## src/rtl/alu_pkg.sv

```systemverilog
// ----------------------------------------------------------------------------
// alu_pkg: opcodes, dispatch FSM states and the buffered operation record.
// Rev 1.0
// ----------------------------------------------------------------------------
`default_nettype none

package alu_pkg;

  localparam int unsigned ALU_WIDTH = 16;

  localparam logic [2:0] OP_ADD = 3'b000;
  localparam logic [2:0] OP_SUB = 3'b001;
  localparam logic [2:0] OP_MUL = 3'b010;
  localparam logic [2:0] OP_DIV = 3'b011;
  localparam logic [2:0] OP_AND = 3'b100;
  localparam logic [2:0] OP_OR  = 3'b101;
  localparam logic [2:0] OP_XOR = 3'b110;
  localparam logic [2:0] OP_NOT = 3'b111;

  typedef enum logic [1:0] {
    ST_IDLE  = 2'd0,
    ST_DRIVE = 2'd1,
    ST_HOLD  = 2'd2
  } disp_state_t;

  typedef struct packed {
    logic [2:0]           sel;
    logic [ALU_WIDTH-1:0] a;
    logic [ALU_WIDTH-1:0] b;
  } alu_op_t;

  function automatic logic is_div0(input alu_op_t op);
    return (op.sel == OP_DIV) && (op.b == '0);
  endfunction

endpackage

`default_nettype wire

```

## src/rtl/alu_op_fifo.sv

```systemverilog
// ----------------------------------------------------------------------------
// alu_op_fifo: synchronous FIFO of alu_op_t with full/empty/count status.
// Rev 1.0
// ----------------------------------------------------------------------------
`default_nettype none

module alu_op_fifo
  import alu_pkg::*;
#(
  parameter int DEPTH = 4
) (
  input  logic                   clk,
  input  logic                   reset,
  input  logic                   push,
  input  alu_op_t                wr_op,
  input  logic                   pop,
  output alu_op_t                rd_op,
  output logic                   full,
  output logic                   empty,
  output logic [$clog2(DEPTH):0] count
);

  localparam int AW = $clog2(DEPTH);
  localparam int CW = AW + 1;

  alu_op_t         mem [DEPTH];
  logic [AW-1:0]   wr_ptr;
  logic [AW-1:0]   rd_ptr;
  logic            do_push;
  logic            do_pop;

  assign full    = (count == CW'(DEPTH));
  assign empty   = (count == '0);
  assign do_push = push && !full;
  assign do_pop  = pop && !empty;
  assign rd_op   = mem[rd_ptr];

  // Storage is not reset; contents are only visible while count is non-zero.
  always_ff @(posedge clk) begin
    if (do_push) begin
      mem[wr_ptr] <= wr_op;
    end
  end

  always_ff @(posedge clk) begin
    if (reset) begin
      wr_ptr <= '0;
      rd_ptr <= '0;
      count  <= '0;
    end else begin
      if (do_push) begin
        wr_ptr <= wr_ptr + AW'(1);
      end
      if (do_pop) begin
        rd_ptr <= rd_ptr + AW'(1);
      end
      case ({do_push, do_pop})
        2'b10:   count <= count + CW'(1);
        2'b01:   count <= count - CW'(1);
        default: count <= count;
      endcase
    end
  end

endmodule

`default_nettype wire

```

## src/rtl/alu_op_dispatch.sv

```systemverilog
// ----------------------------------------------------------------------------
// alu_op_dispatch: buffers ALU ops and issues them one at a time to the ALU.
// Define ALU_DISPATCH_DIV0_TRAP_EN to trap DIV by zero before the ALU. Rev 1.0
// ----------------------------------------------------------------------------
`default_nettype none

module alu_op_dispatch
  import alu_pkg::*;
#(
  parameter int DEPTH = 4,
  parameter int WIDTH = 16
) (
  input  logic             clk,
  input  logic             reset,
  input  logic             in_valid,
  output logic             in_ready,
  input  logic [2:0]       in_sel,
  input  logic [WIDTH-1:0] in_a,
  input  logic [WIDTH-1:0] in_b,
  output logic [WIDTH-1:0] alu_a,
  output logic [WIDTH-1:0] alu_b,
  output logic [2:0]       alu_sel,
  output logic             alu_valid,
  input  logic [WIDTH-1:0] alu_out,
  output logic             res_valid,
  input  logic             res_ready,
  output logic [WIDTH-1:0] res_data,
  output logic             res_err
);

  localparam int CW = $clog2(DEPTH) + 1;

  if (WIDTH != ALU_WIDTH) begin : g_width_check
    $error("alu_op_dispatch: WIDTH must equal alu_pkg::ALU_WIDTH");
  end

  disp_state_t   state;
  disp_state_t   next_state;
  alu_op_t       wr_op;
  alu_op_t       head_op;
  logic          fifo_full;
  logic          fifo_empty;
  logic [CW-1:0] fifo_count;
  logic          push;
  logic          pop;
  logic          head_div0;
  logic          trap;

  assign in_ready = (fifo_count != CW'(DEPTH));
  assign push     = in_valid && !fifo_full;
  assign wr_op    = '{sel: in_sel, a: in_a, b: in_b};

  alu_op_fifo #(
    .DEPTH (DEPTH)
  ) u_fifo (
    .clk   (clk),
    .reset (reset),
    .push  (push),
    .wr_op (wr_op),
    .pop   (pop),
    .rd_op (head_op),
    .full  (fifo_full),
    .empty (fifo_empty),
    .count (fifo_count)
  );

`ifdef ALU_DISPATCH_DIV0_TRAP_EN
  assign head_div0 = is_div0(head_op);

  always_ff @(posedge clk) begin
    if (reset) begin
      trap <= 1'b0;
    end else if (pop) begin
      trap <= head_div0;
    end
  end
`else
  assign head_div0 = 1'b0;
  assign trap      = 1'b0;
`endif

  always_comb begin
    next_state = state;
    pop        = 1'b0;
    alu_valid  = 1'b0;
    res_valid  = 1'b0;
    case (state)
      ST_IDLE: begin
        if (!fifo_empty) begin
          pop        = 1'b1;
          next_state = ST_DRIVE;
        end
      end
      ST_DRIVE: begin
        alu_valid  = !trap;
        next_state = ST_HOLD;
      end
      ST_HOLD: begin
        res_valid = 1'b1;
        if (res_ready) begin
          next_state = ST_IDLE;
        end
      end
      default: next_state = ST_IDLE;
    endcase
  end

  // A trapped divide is issued as a harmless ADD with b=1 so the ALU never sees x/0.
  always_ff @(posedge clk) begin
    if (reset) begin
      state    <= ST_IDLE;
      alu_a    <= '0;
      alu_b    <= '0;
      alu_sel  <= 3'b000;
      res_data <= '0;
      res_err  <= 1'b0;
    end else begin
      state <= next_state;
      if (pop) begin
        alu_a   <= head_op.a;
        alu_b   <= head_div0 ? WIDTH'(1) : head_op.b;
        alu_sel <= head_div0 ? OP_ADD : head_op.sel;
      end
      if (state == ST_DRIVE) begin
        res_data <= trap ? {WIDTH{1'b1}} : alu_out;
        res_err  <= trap;
      end
    end
  end

endmodule

`default_nettype wire

```

## config.mk

```make
export PLATFORM = sky130hd
export DESIGN_NAME = alu_op_dispatch
export DESIGN_NICKNAME = d
export VERILOG_FILES = /design/src/rtl/alu_pkg.sv /design/src/rtl/alu_op_fifo.sv /design/src/rtl/alu_op_dispatch.sv
export SDC_FILE = /design/constraint.sdc
export NUM_CORES = 1
export LEC_CHECK = 0
export CAP_MARGIN = 10
export CORE_MARGIN = 5
export CORE_UTILIZATION = 56
export DETAILED_ROUTE_END_ITERATION = 8
export DONT_BUFFER_PORTS = 1
export PLACE_DENSITY_LB_ADDON = 0.3
export SLEW_MARGIN = 20
export SYNTH_ARGS = -nofsm -noshare
export SYNTH_HDL_FRONTEND = slang
export SYNTH_SLANG_ARGS = --single-unit
```

## constraint.sdc

```tcl
create_clock -name clk -period 2.2 [get_ports clk]
set_input_delay 0.66 -clock clk [delete_from_list [all_inputs] [get_ports clk]]
set_output_delay 0.66 -clock clk [all_outputs]
set_load 0.01 [all_outputs]
```

==> flow_metrics.py <==
metrics = {
    "run_status": {
        "status": "finished, final reports clean",
    },
    "yosys": {
        "yosysWarnings": 0,
        "ys_top_cells_by_count": "edfxtp_1, dfxtp_1, mux4_2",
        "synth_fp_nets": 449,
        "yosysSeqAreaShare_pct": 75.1,
        "synth_area_leaders": "edfxtp_1, dfxtp_1, mux4_2",
        "ys_async_sr_fraction_pct": 0,
        "synthFlopType": "edfxtp_1",
        "postSynthCellCount": 388,
        "netlist.area_leader.share_pct": 58.4,
        "ys_ff_latch": 200,
        "syn_avg_cell_area_sq_um": 18.6,
        "post-synth-top-area-cell": "edfxtp_1",
        "synth_edf_count": 140,
        "synth.most_common_cell": "edfxtp_1",
        "ys_types": 37,
        "syn-cell-area_sq_mm": 0.00720,
    },
    "global_routing": {
        "overflow": 0,
        "antenna_found_initial": 0,
        "grt_usage_pct": 17.6,
        "grt_pass1_wl_um": 19500,
        "grt_pass1_vias": 3615,
        "grt_max_degree": 37,
    },
    "cts": {
        "insertion_delay_ns": 0.42,
        "cts_tree": "done",
        "htreeDepth": 4,
        "cts_root_buf": "clkbuf_16",
        "cts_resized": 0,
        "cts_made_buffers": 17,
        "postCtsSetupRepairBufs": 0,
        "cts.sinks": 200,
        "cts_hold_buf": 0,
        "clock_path_buffers": 2,
        "cts.reportedPaths.clkPinSlew_ns": 0.07,
    },
    "die": {
        "fp.dieW_um": 123,
        "ioPinCount": 110,
        "die_area_sq_mm": 0.0152,
        "die-height_um": 123,
        "initial_core_util_pct": 57.1,
        "core_area_sq_mm": 0.0126,
        "fp-row-count": 41,
    },
    "layout": {
        "multiInputGateArea_sq_mm": 0.00165,
        "finalNonFillerCells": 578,
        "drive_gt1_share_pct": 23.4,
        "antennaDiodeCount": 0,
        "area_growth_pct": 10.4,
        "nNetsFinal": 454,
        "final_area_sq_mm": 0.00795,
        "n_fill_cell": 906,
        "seq_area_sq_mm": 0.00541,
    },
    "hold_path": {
        "holdPathEnd": "u_fifo.rd_ptr[0]$_SDFFE_PP0P_",
        "hold_depth": 1,
        "hp-class": "primary input to flop",
        "min_from": "reset",
    },
    "pwr": {
        "power_leakage_nw": 2.62,
        "peakVddDrop_mv": 0.578,
        "power.density_mw_per_mm2": 1290,
    },
    "sta": {
        "fmax_mhz": 472,
        "slew_headroom_pct": 33.9,
        "tns_ns": 0,
        "slew_violations": 0,
        "worst_slack_ns": 0.0795,
        "hold_violations": 0,
        "setup_viol": 0,
        "fin_crit_ns": 2.12,
        "fin_skew_ns": 0.00835,
        "worst_pin_slew_ns": 0.992,
        "rsz0062_at_grt": "false",
        "fin_crit_sh_pct": 96.4,
    },
    "route": {
        "drt-total-wl_um": 12700,
        "post_drt_wl_per_cell_um": 21.9,
        "drtAntennaViolNets": 0,
        "viasPerCell": 5.81,
        "vias": 3360,
        "drcViolationCount": 0,
        "drt-initial-drc-count": 318,
        "dr.pass1.iters": 4,
    },
    "placed_design": {
        "io_buffers": 0,
        "place_area_sq_mm": 0.00736,
        "place_ws_ns": 0.0855,
        "routabilityCongestion": 0.696,
        "hpwlAfterDp_um": 7630,
        "placed_cells": 546,
    },
    "setup_path": {
        "cp.arrival_ns": 1.46,
        "startpoint_type": "flop",
        "crit_required_ns": 1.54,
        "timing.rr.start": "u_fifo.count[1]$_SDFFE_PP0P_",
        "ff2ff_path_depth": 7,
        "rrSetupSlack_ns": 0.18,
        "crit_path_end_kind": "primary output",
        "worst-path-max-fanout": 10,
        "timing.rr.end": "u_fifo.count[2]$_SDFFE_PP0P_",
        "path_class": "flop to primary output",
    },
    "flow_run": {
        "drv.max_cap_violation_count": 0,
    },
}
layout by cell type (no fill, tap or decap), types with 2 or more instances in the layout:
cell	instances
edfxtp_1	140
dfxtp_1	57
mux4_2	35
nand2_1	33
a22o_1	30
a21oi_1	21
clkbuf_16	19
buf_4	8
a22o_2	5
ha_1	5
and3_2	4
nor2_1	4
clkinvlp_4	4
inv_1	3
clkinv_2	3
inv_6	3
dfxtp_2	3
nand2b_1	2
nand3_1	2
a21o_1	2
clkinv_4	2
routing by layer:
| layer | part of all wire (%) | global-route usage, % | up-vias |
|---|---|---|---|
| met5 | 0 | 0 | - |
| met4 | 1.5 | 5.88 | 0 |
| met2 | 52 | 29.6 | 110 |
| met3 | 7.8 | 6.82 | 17 |
| li1 | - | - | 1533 |
| met1 | 39 | 21.0 | 1700 |
worst max-delay path, stage by stage, from the launching register on:
cell and delay [ns]:
dfxtp_1 0.41, or3b_4 0.46, buf_4 0.17
registers in the layout, summed over array words and instances (netlist names):
signal	count
u_fifo.mem	140
alu_a	16
alu_b	16
res_data	16
alu_sel	3
u_fifo.count	3
state	2
u_fifo.rd_ptr	2
u_fifo.wr_ptr	2
how the worst max path moves through the flow:
stage	slack, ns	start	end
floorplan	0.06	in_valid	u_fifo.count[2]$_SDFFE_PP0P_
global placement	0.19	u_fifo.count[0]$_SDFFE_PP0P_	u_fifo.count[2]$_SDFFE_PP0P_
detailed placement	0.09	u_fifo.count[0]$_SDFFE_PP0P_	u_fifo.count[2]$_SDFFE_PP0P_
CTS	0.002	u_fifo.count[0]$_SDFFE_PP0P_	in_ready
global route	0.01	u_fifo.count[2]$_SDFFE_PP0P_	in_ready
finish	0.08	u_fifo.count[2]$_SDFFE_PP0P_	in_ready
cell type report:
cell class                      instances  area share, %
Tap cell                              172           2.71
Timing Repair Buffer                    9           1.01
Sequential cell                       200           68.0
Multi-Input combinational cell        161           20.8
Clock inverter                         12           1.12
Inverter                                4          0.189
Clock buffer                           20           6.15
through the flow:
step	hold slack, ns	util, %	total power [mW]
6_report	0.297	63.0	10.3
5_1_grt	0.276	63.0	10.8
4_1_cts	0.279	62.9	10.4
3_5_place_dp	0.490	58.3	7.44
3_3_place_gp	0.486	58.3	7.35
2_1_floorplan	0.478	-	6.92
cell families after synthesis:
| kind of cell | Yosys count | share of synthesized area [%] |
|---|---|---|
| flip-flops | 200 | 75.1 |
| AO/OA/AOI/OAI | 63 | 6.66 |
| AND/OR/NAND/NOR | 53 | 3.58 |
| multiplexers | 36 | 11.1 |
| buffers and inverters | 27 | 2.17 |
| adder cells (fa/ha/maj) | 6 | 1.15 |
| XOR/XNOR | 2 | 0.243 |
| other | 1 | 0.0521 |
where the power goes:
| group | switching [mW] | internal (mW) |
|---|---|---|
| logic | 1.05 | 1.01 |
| registers | 0.577 | 4.68 |
| clock network | 1.32 | 1.62 |
| total | 2.95 | 7.31 |
No activity file was read; power rests on OpenSTA's default activity.
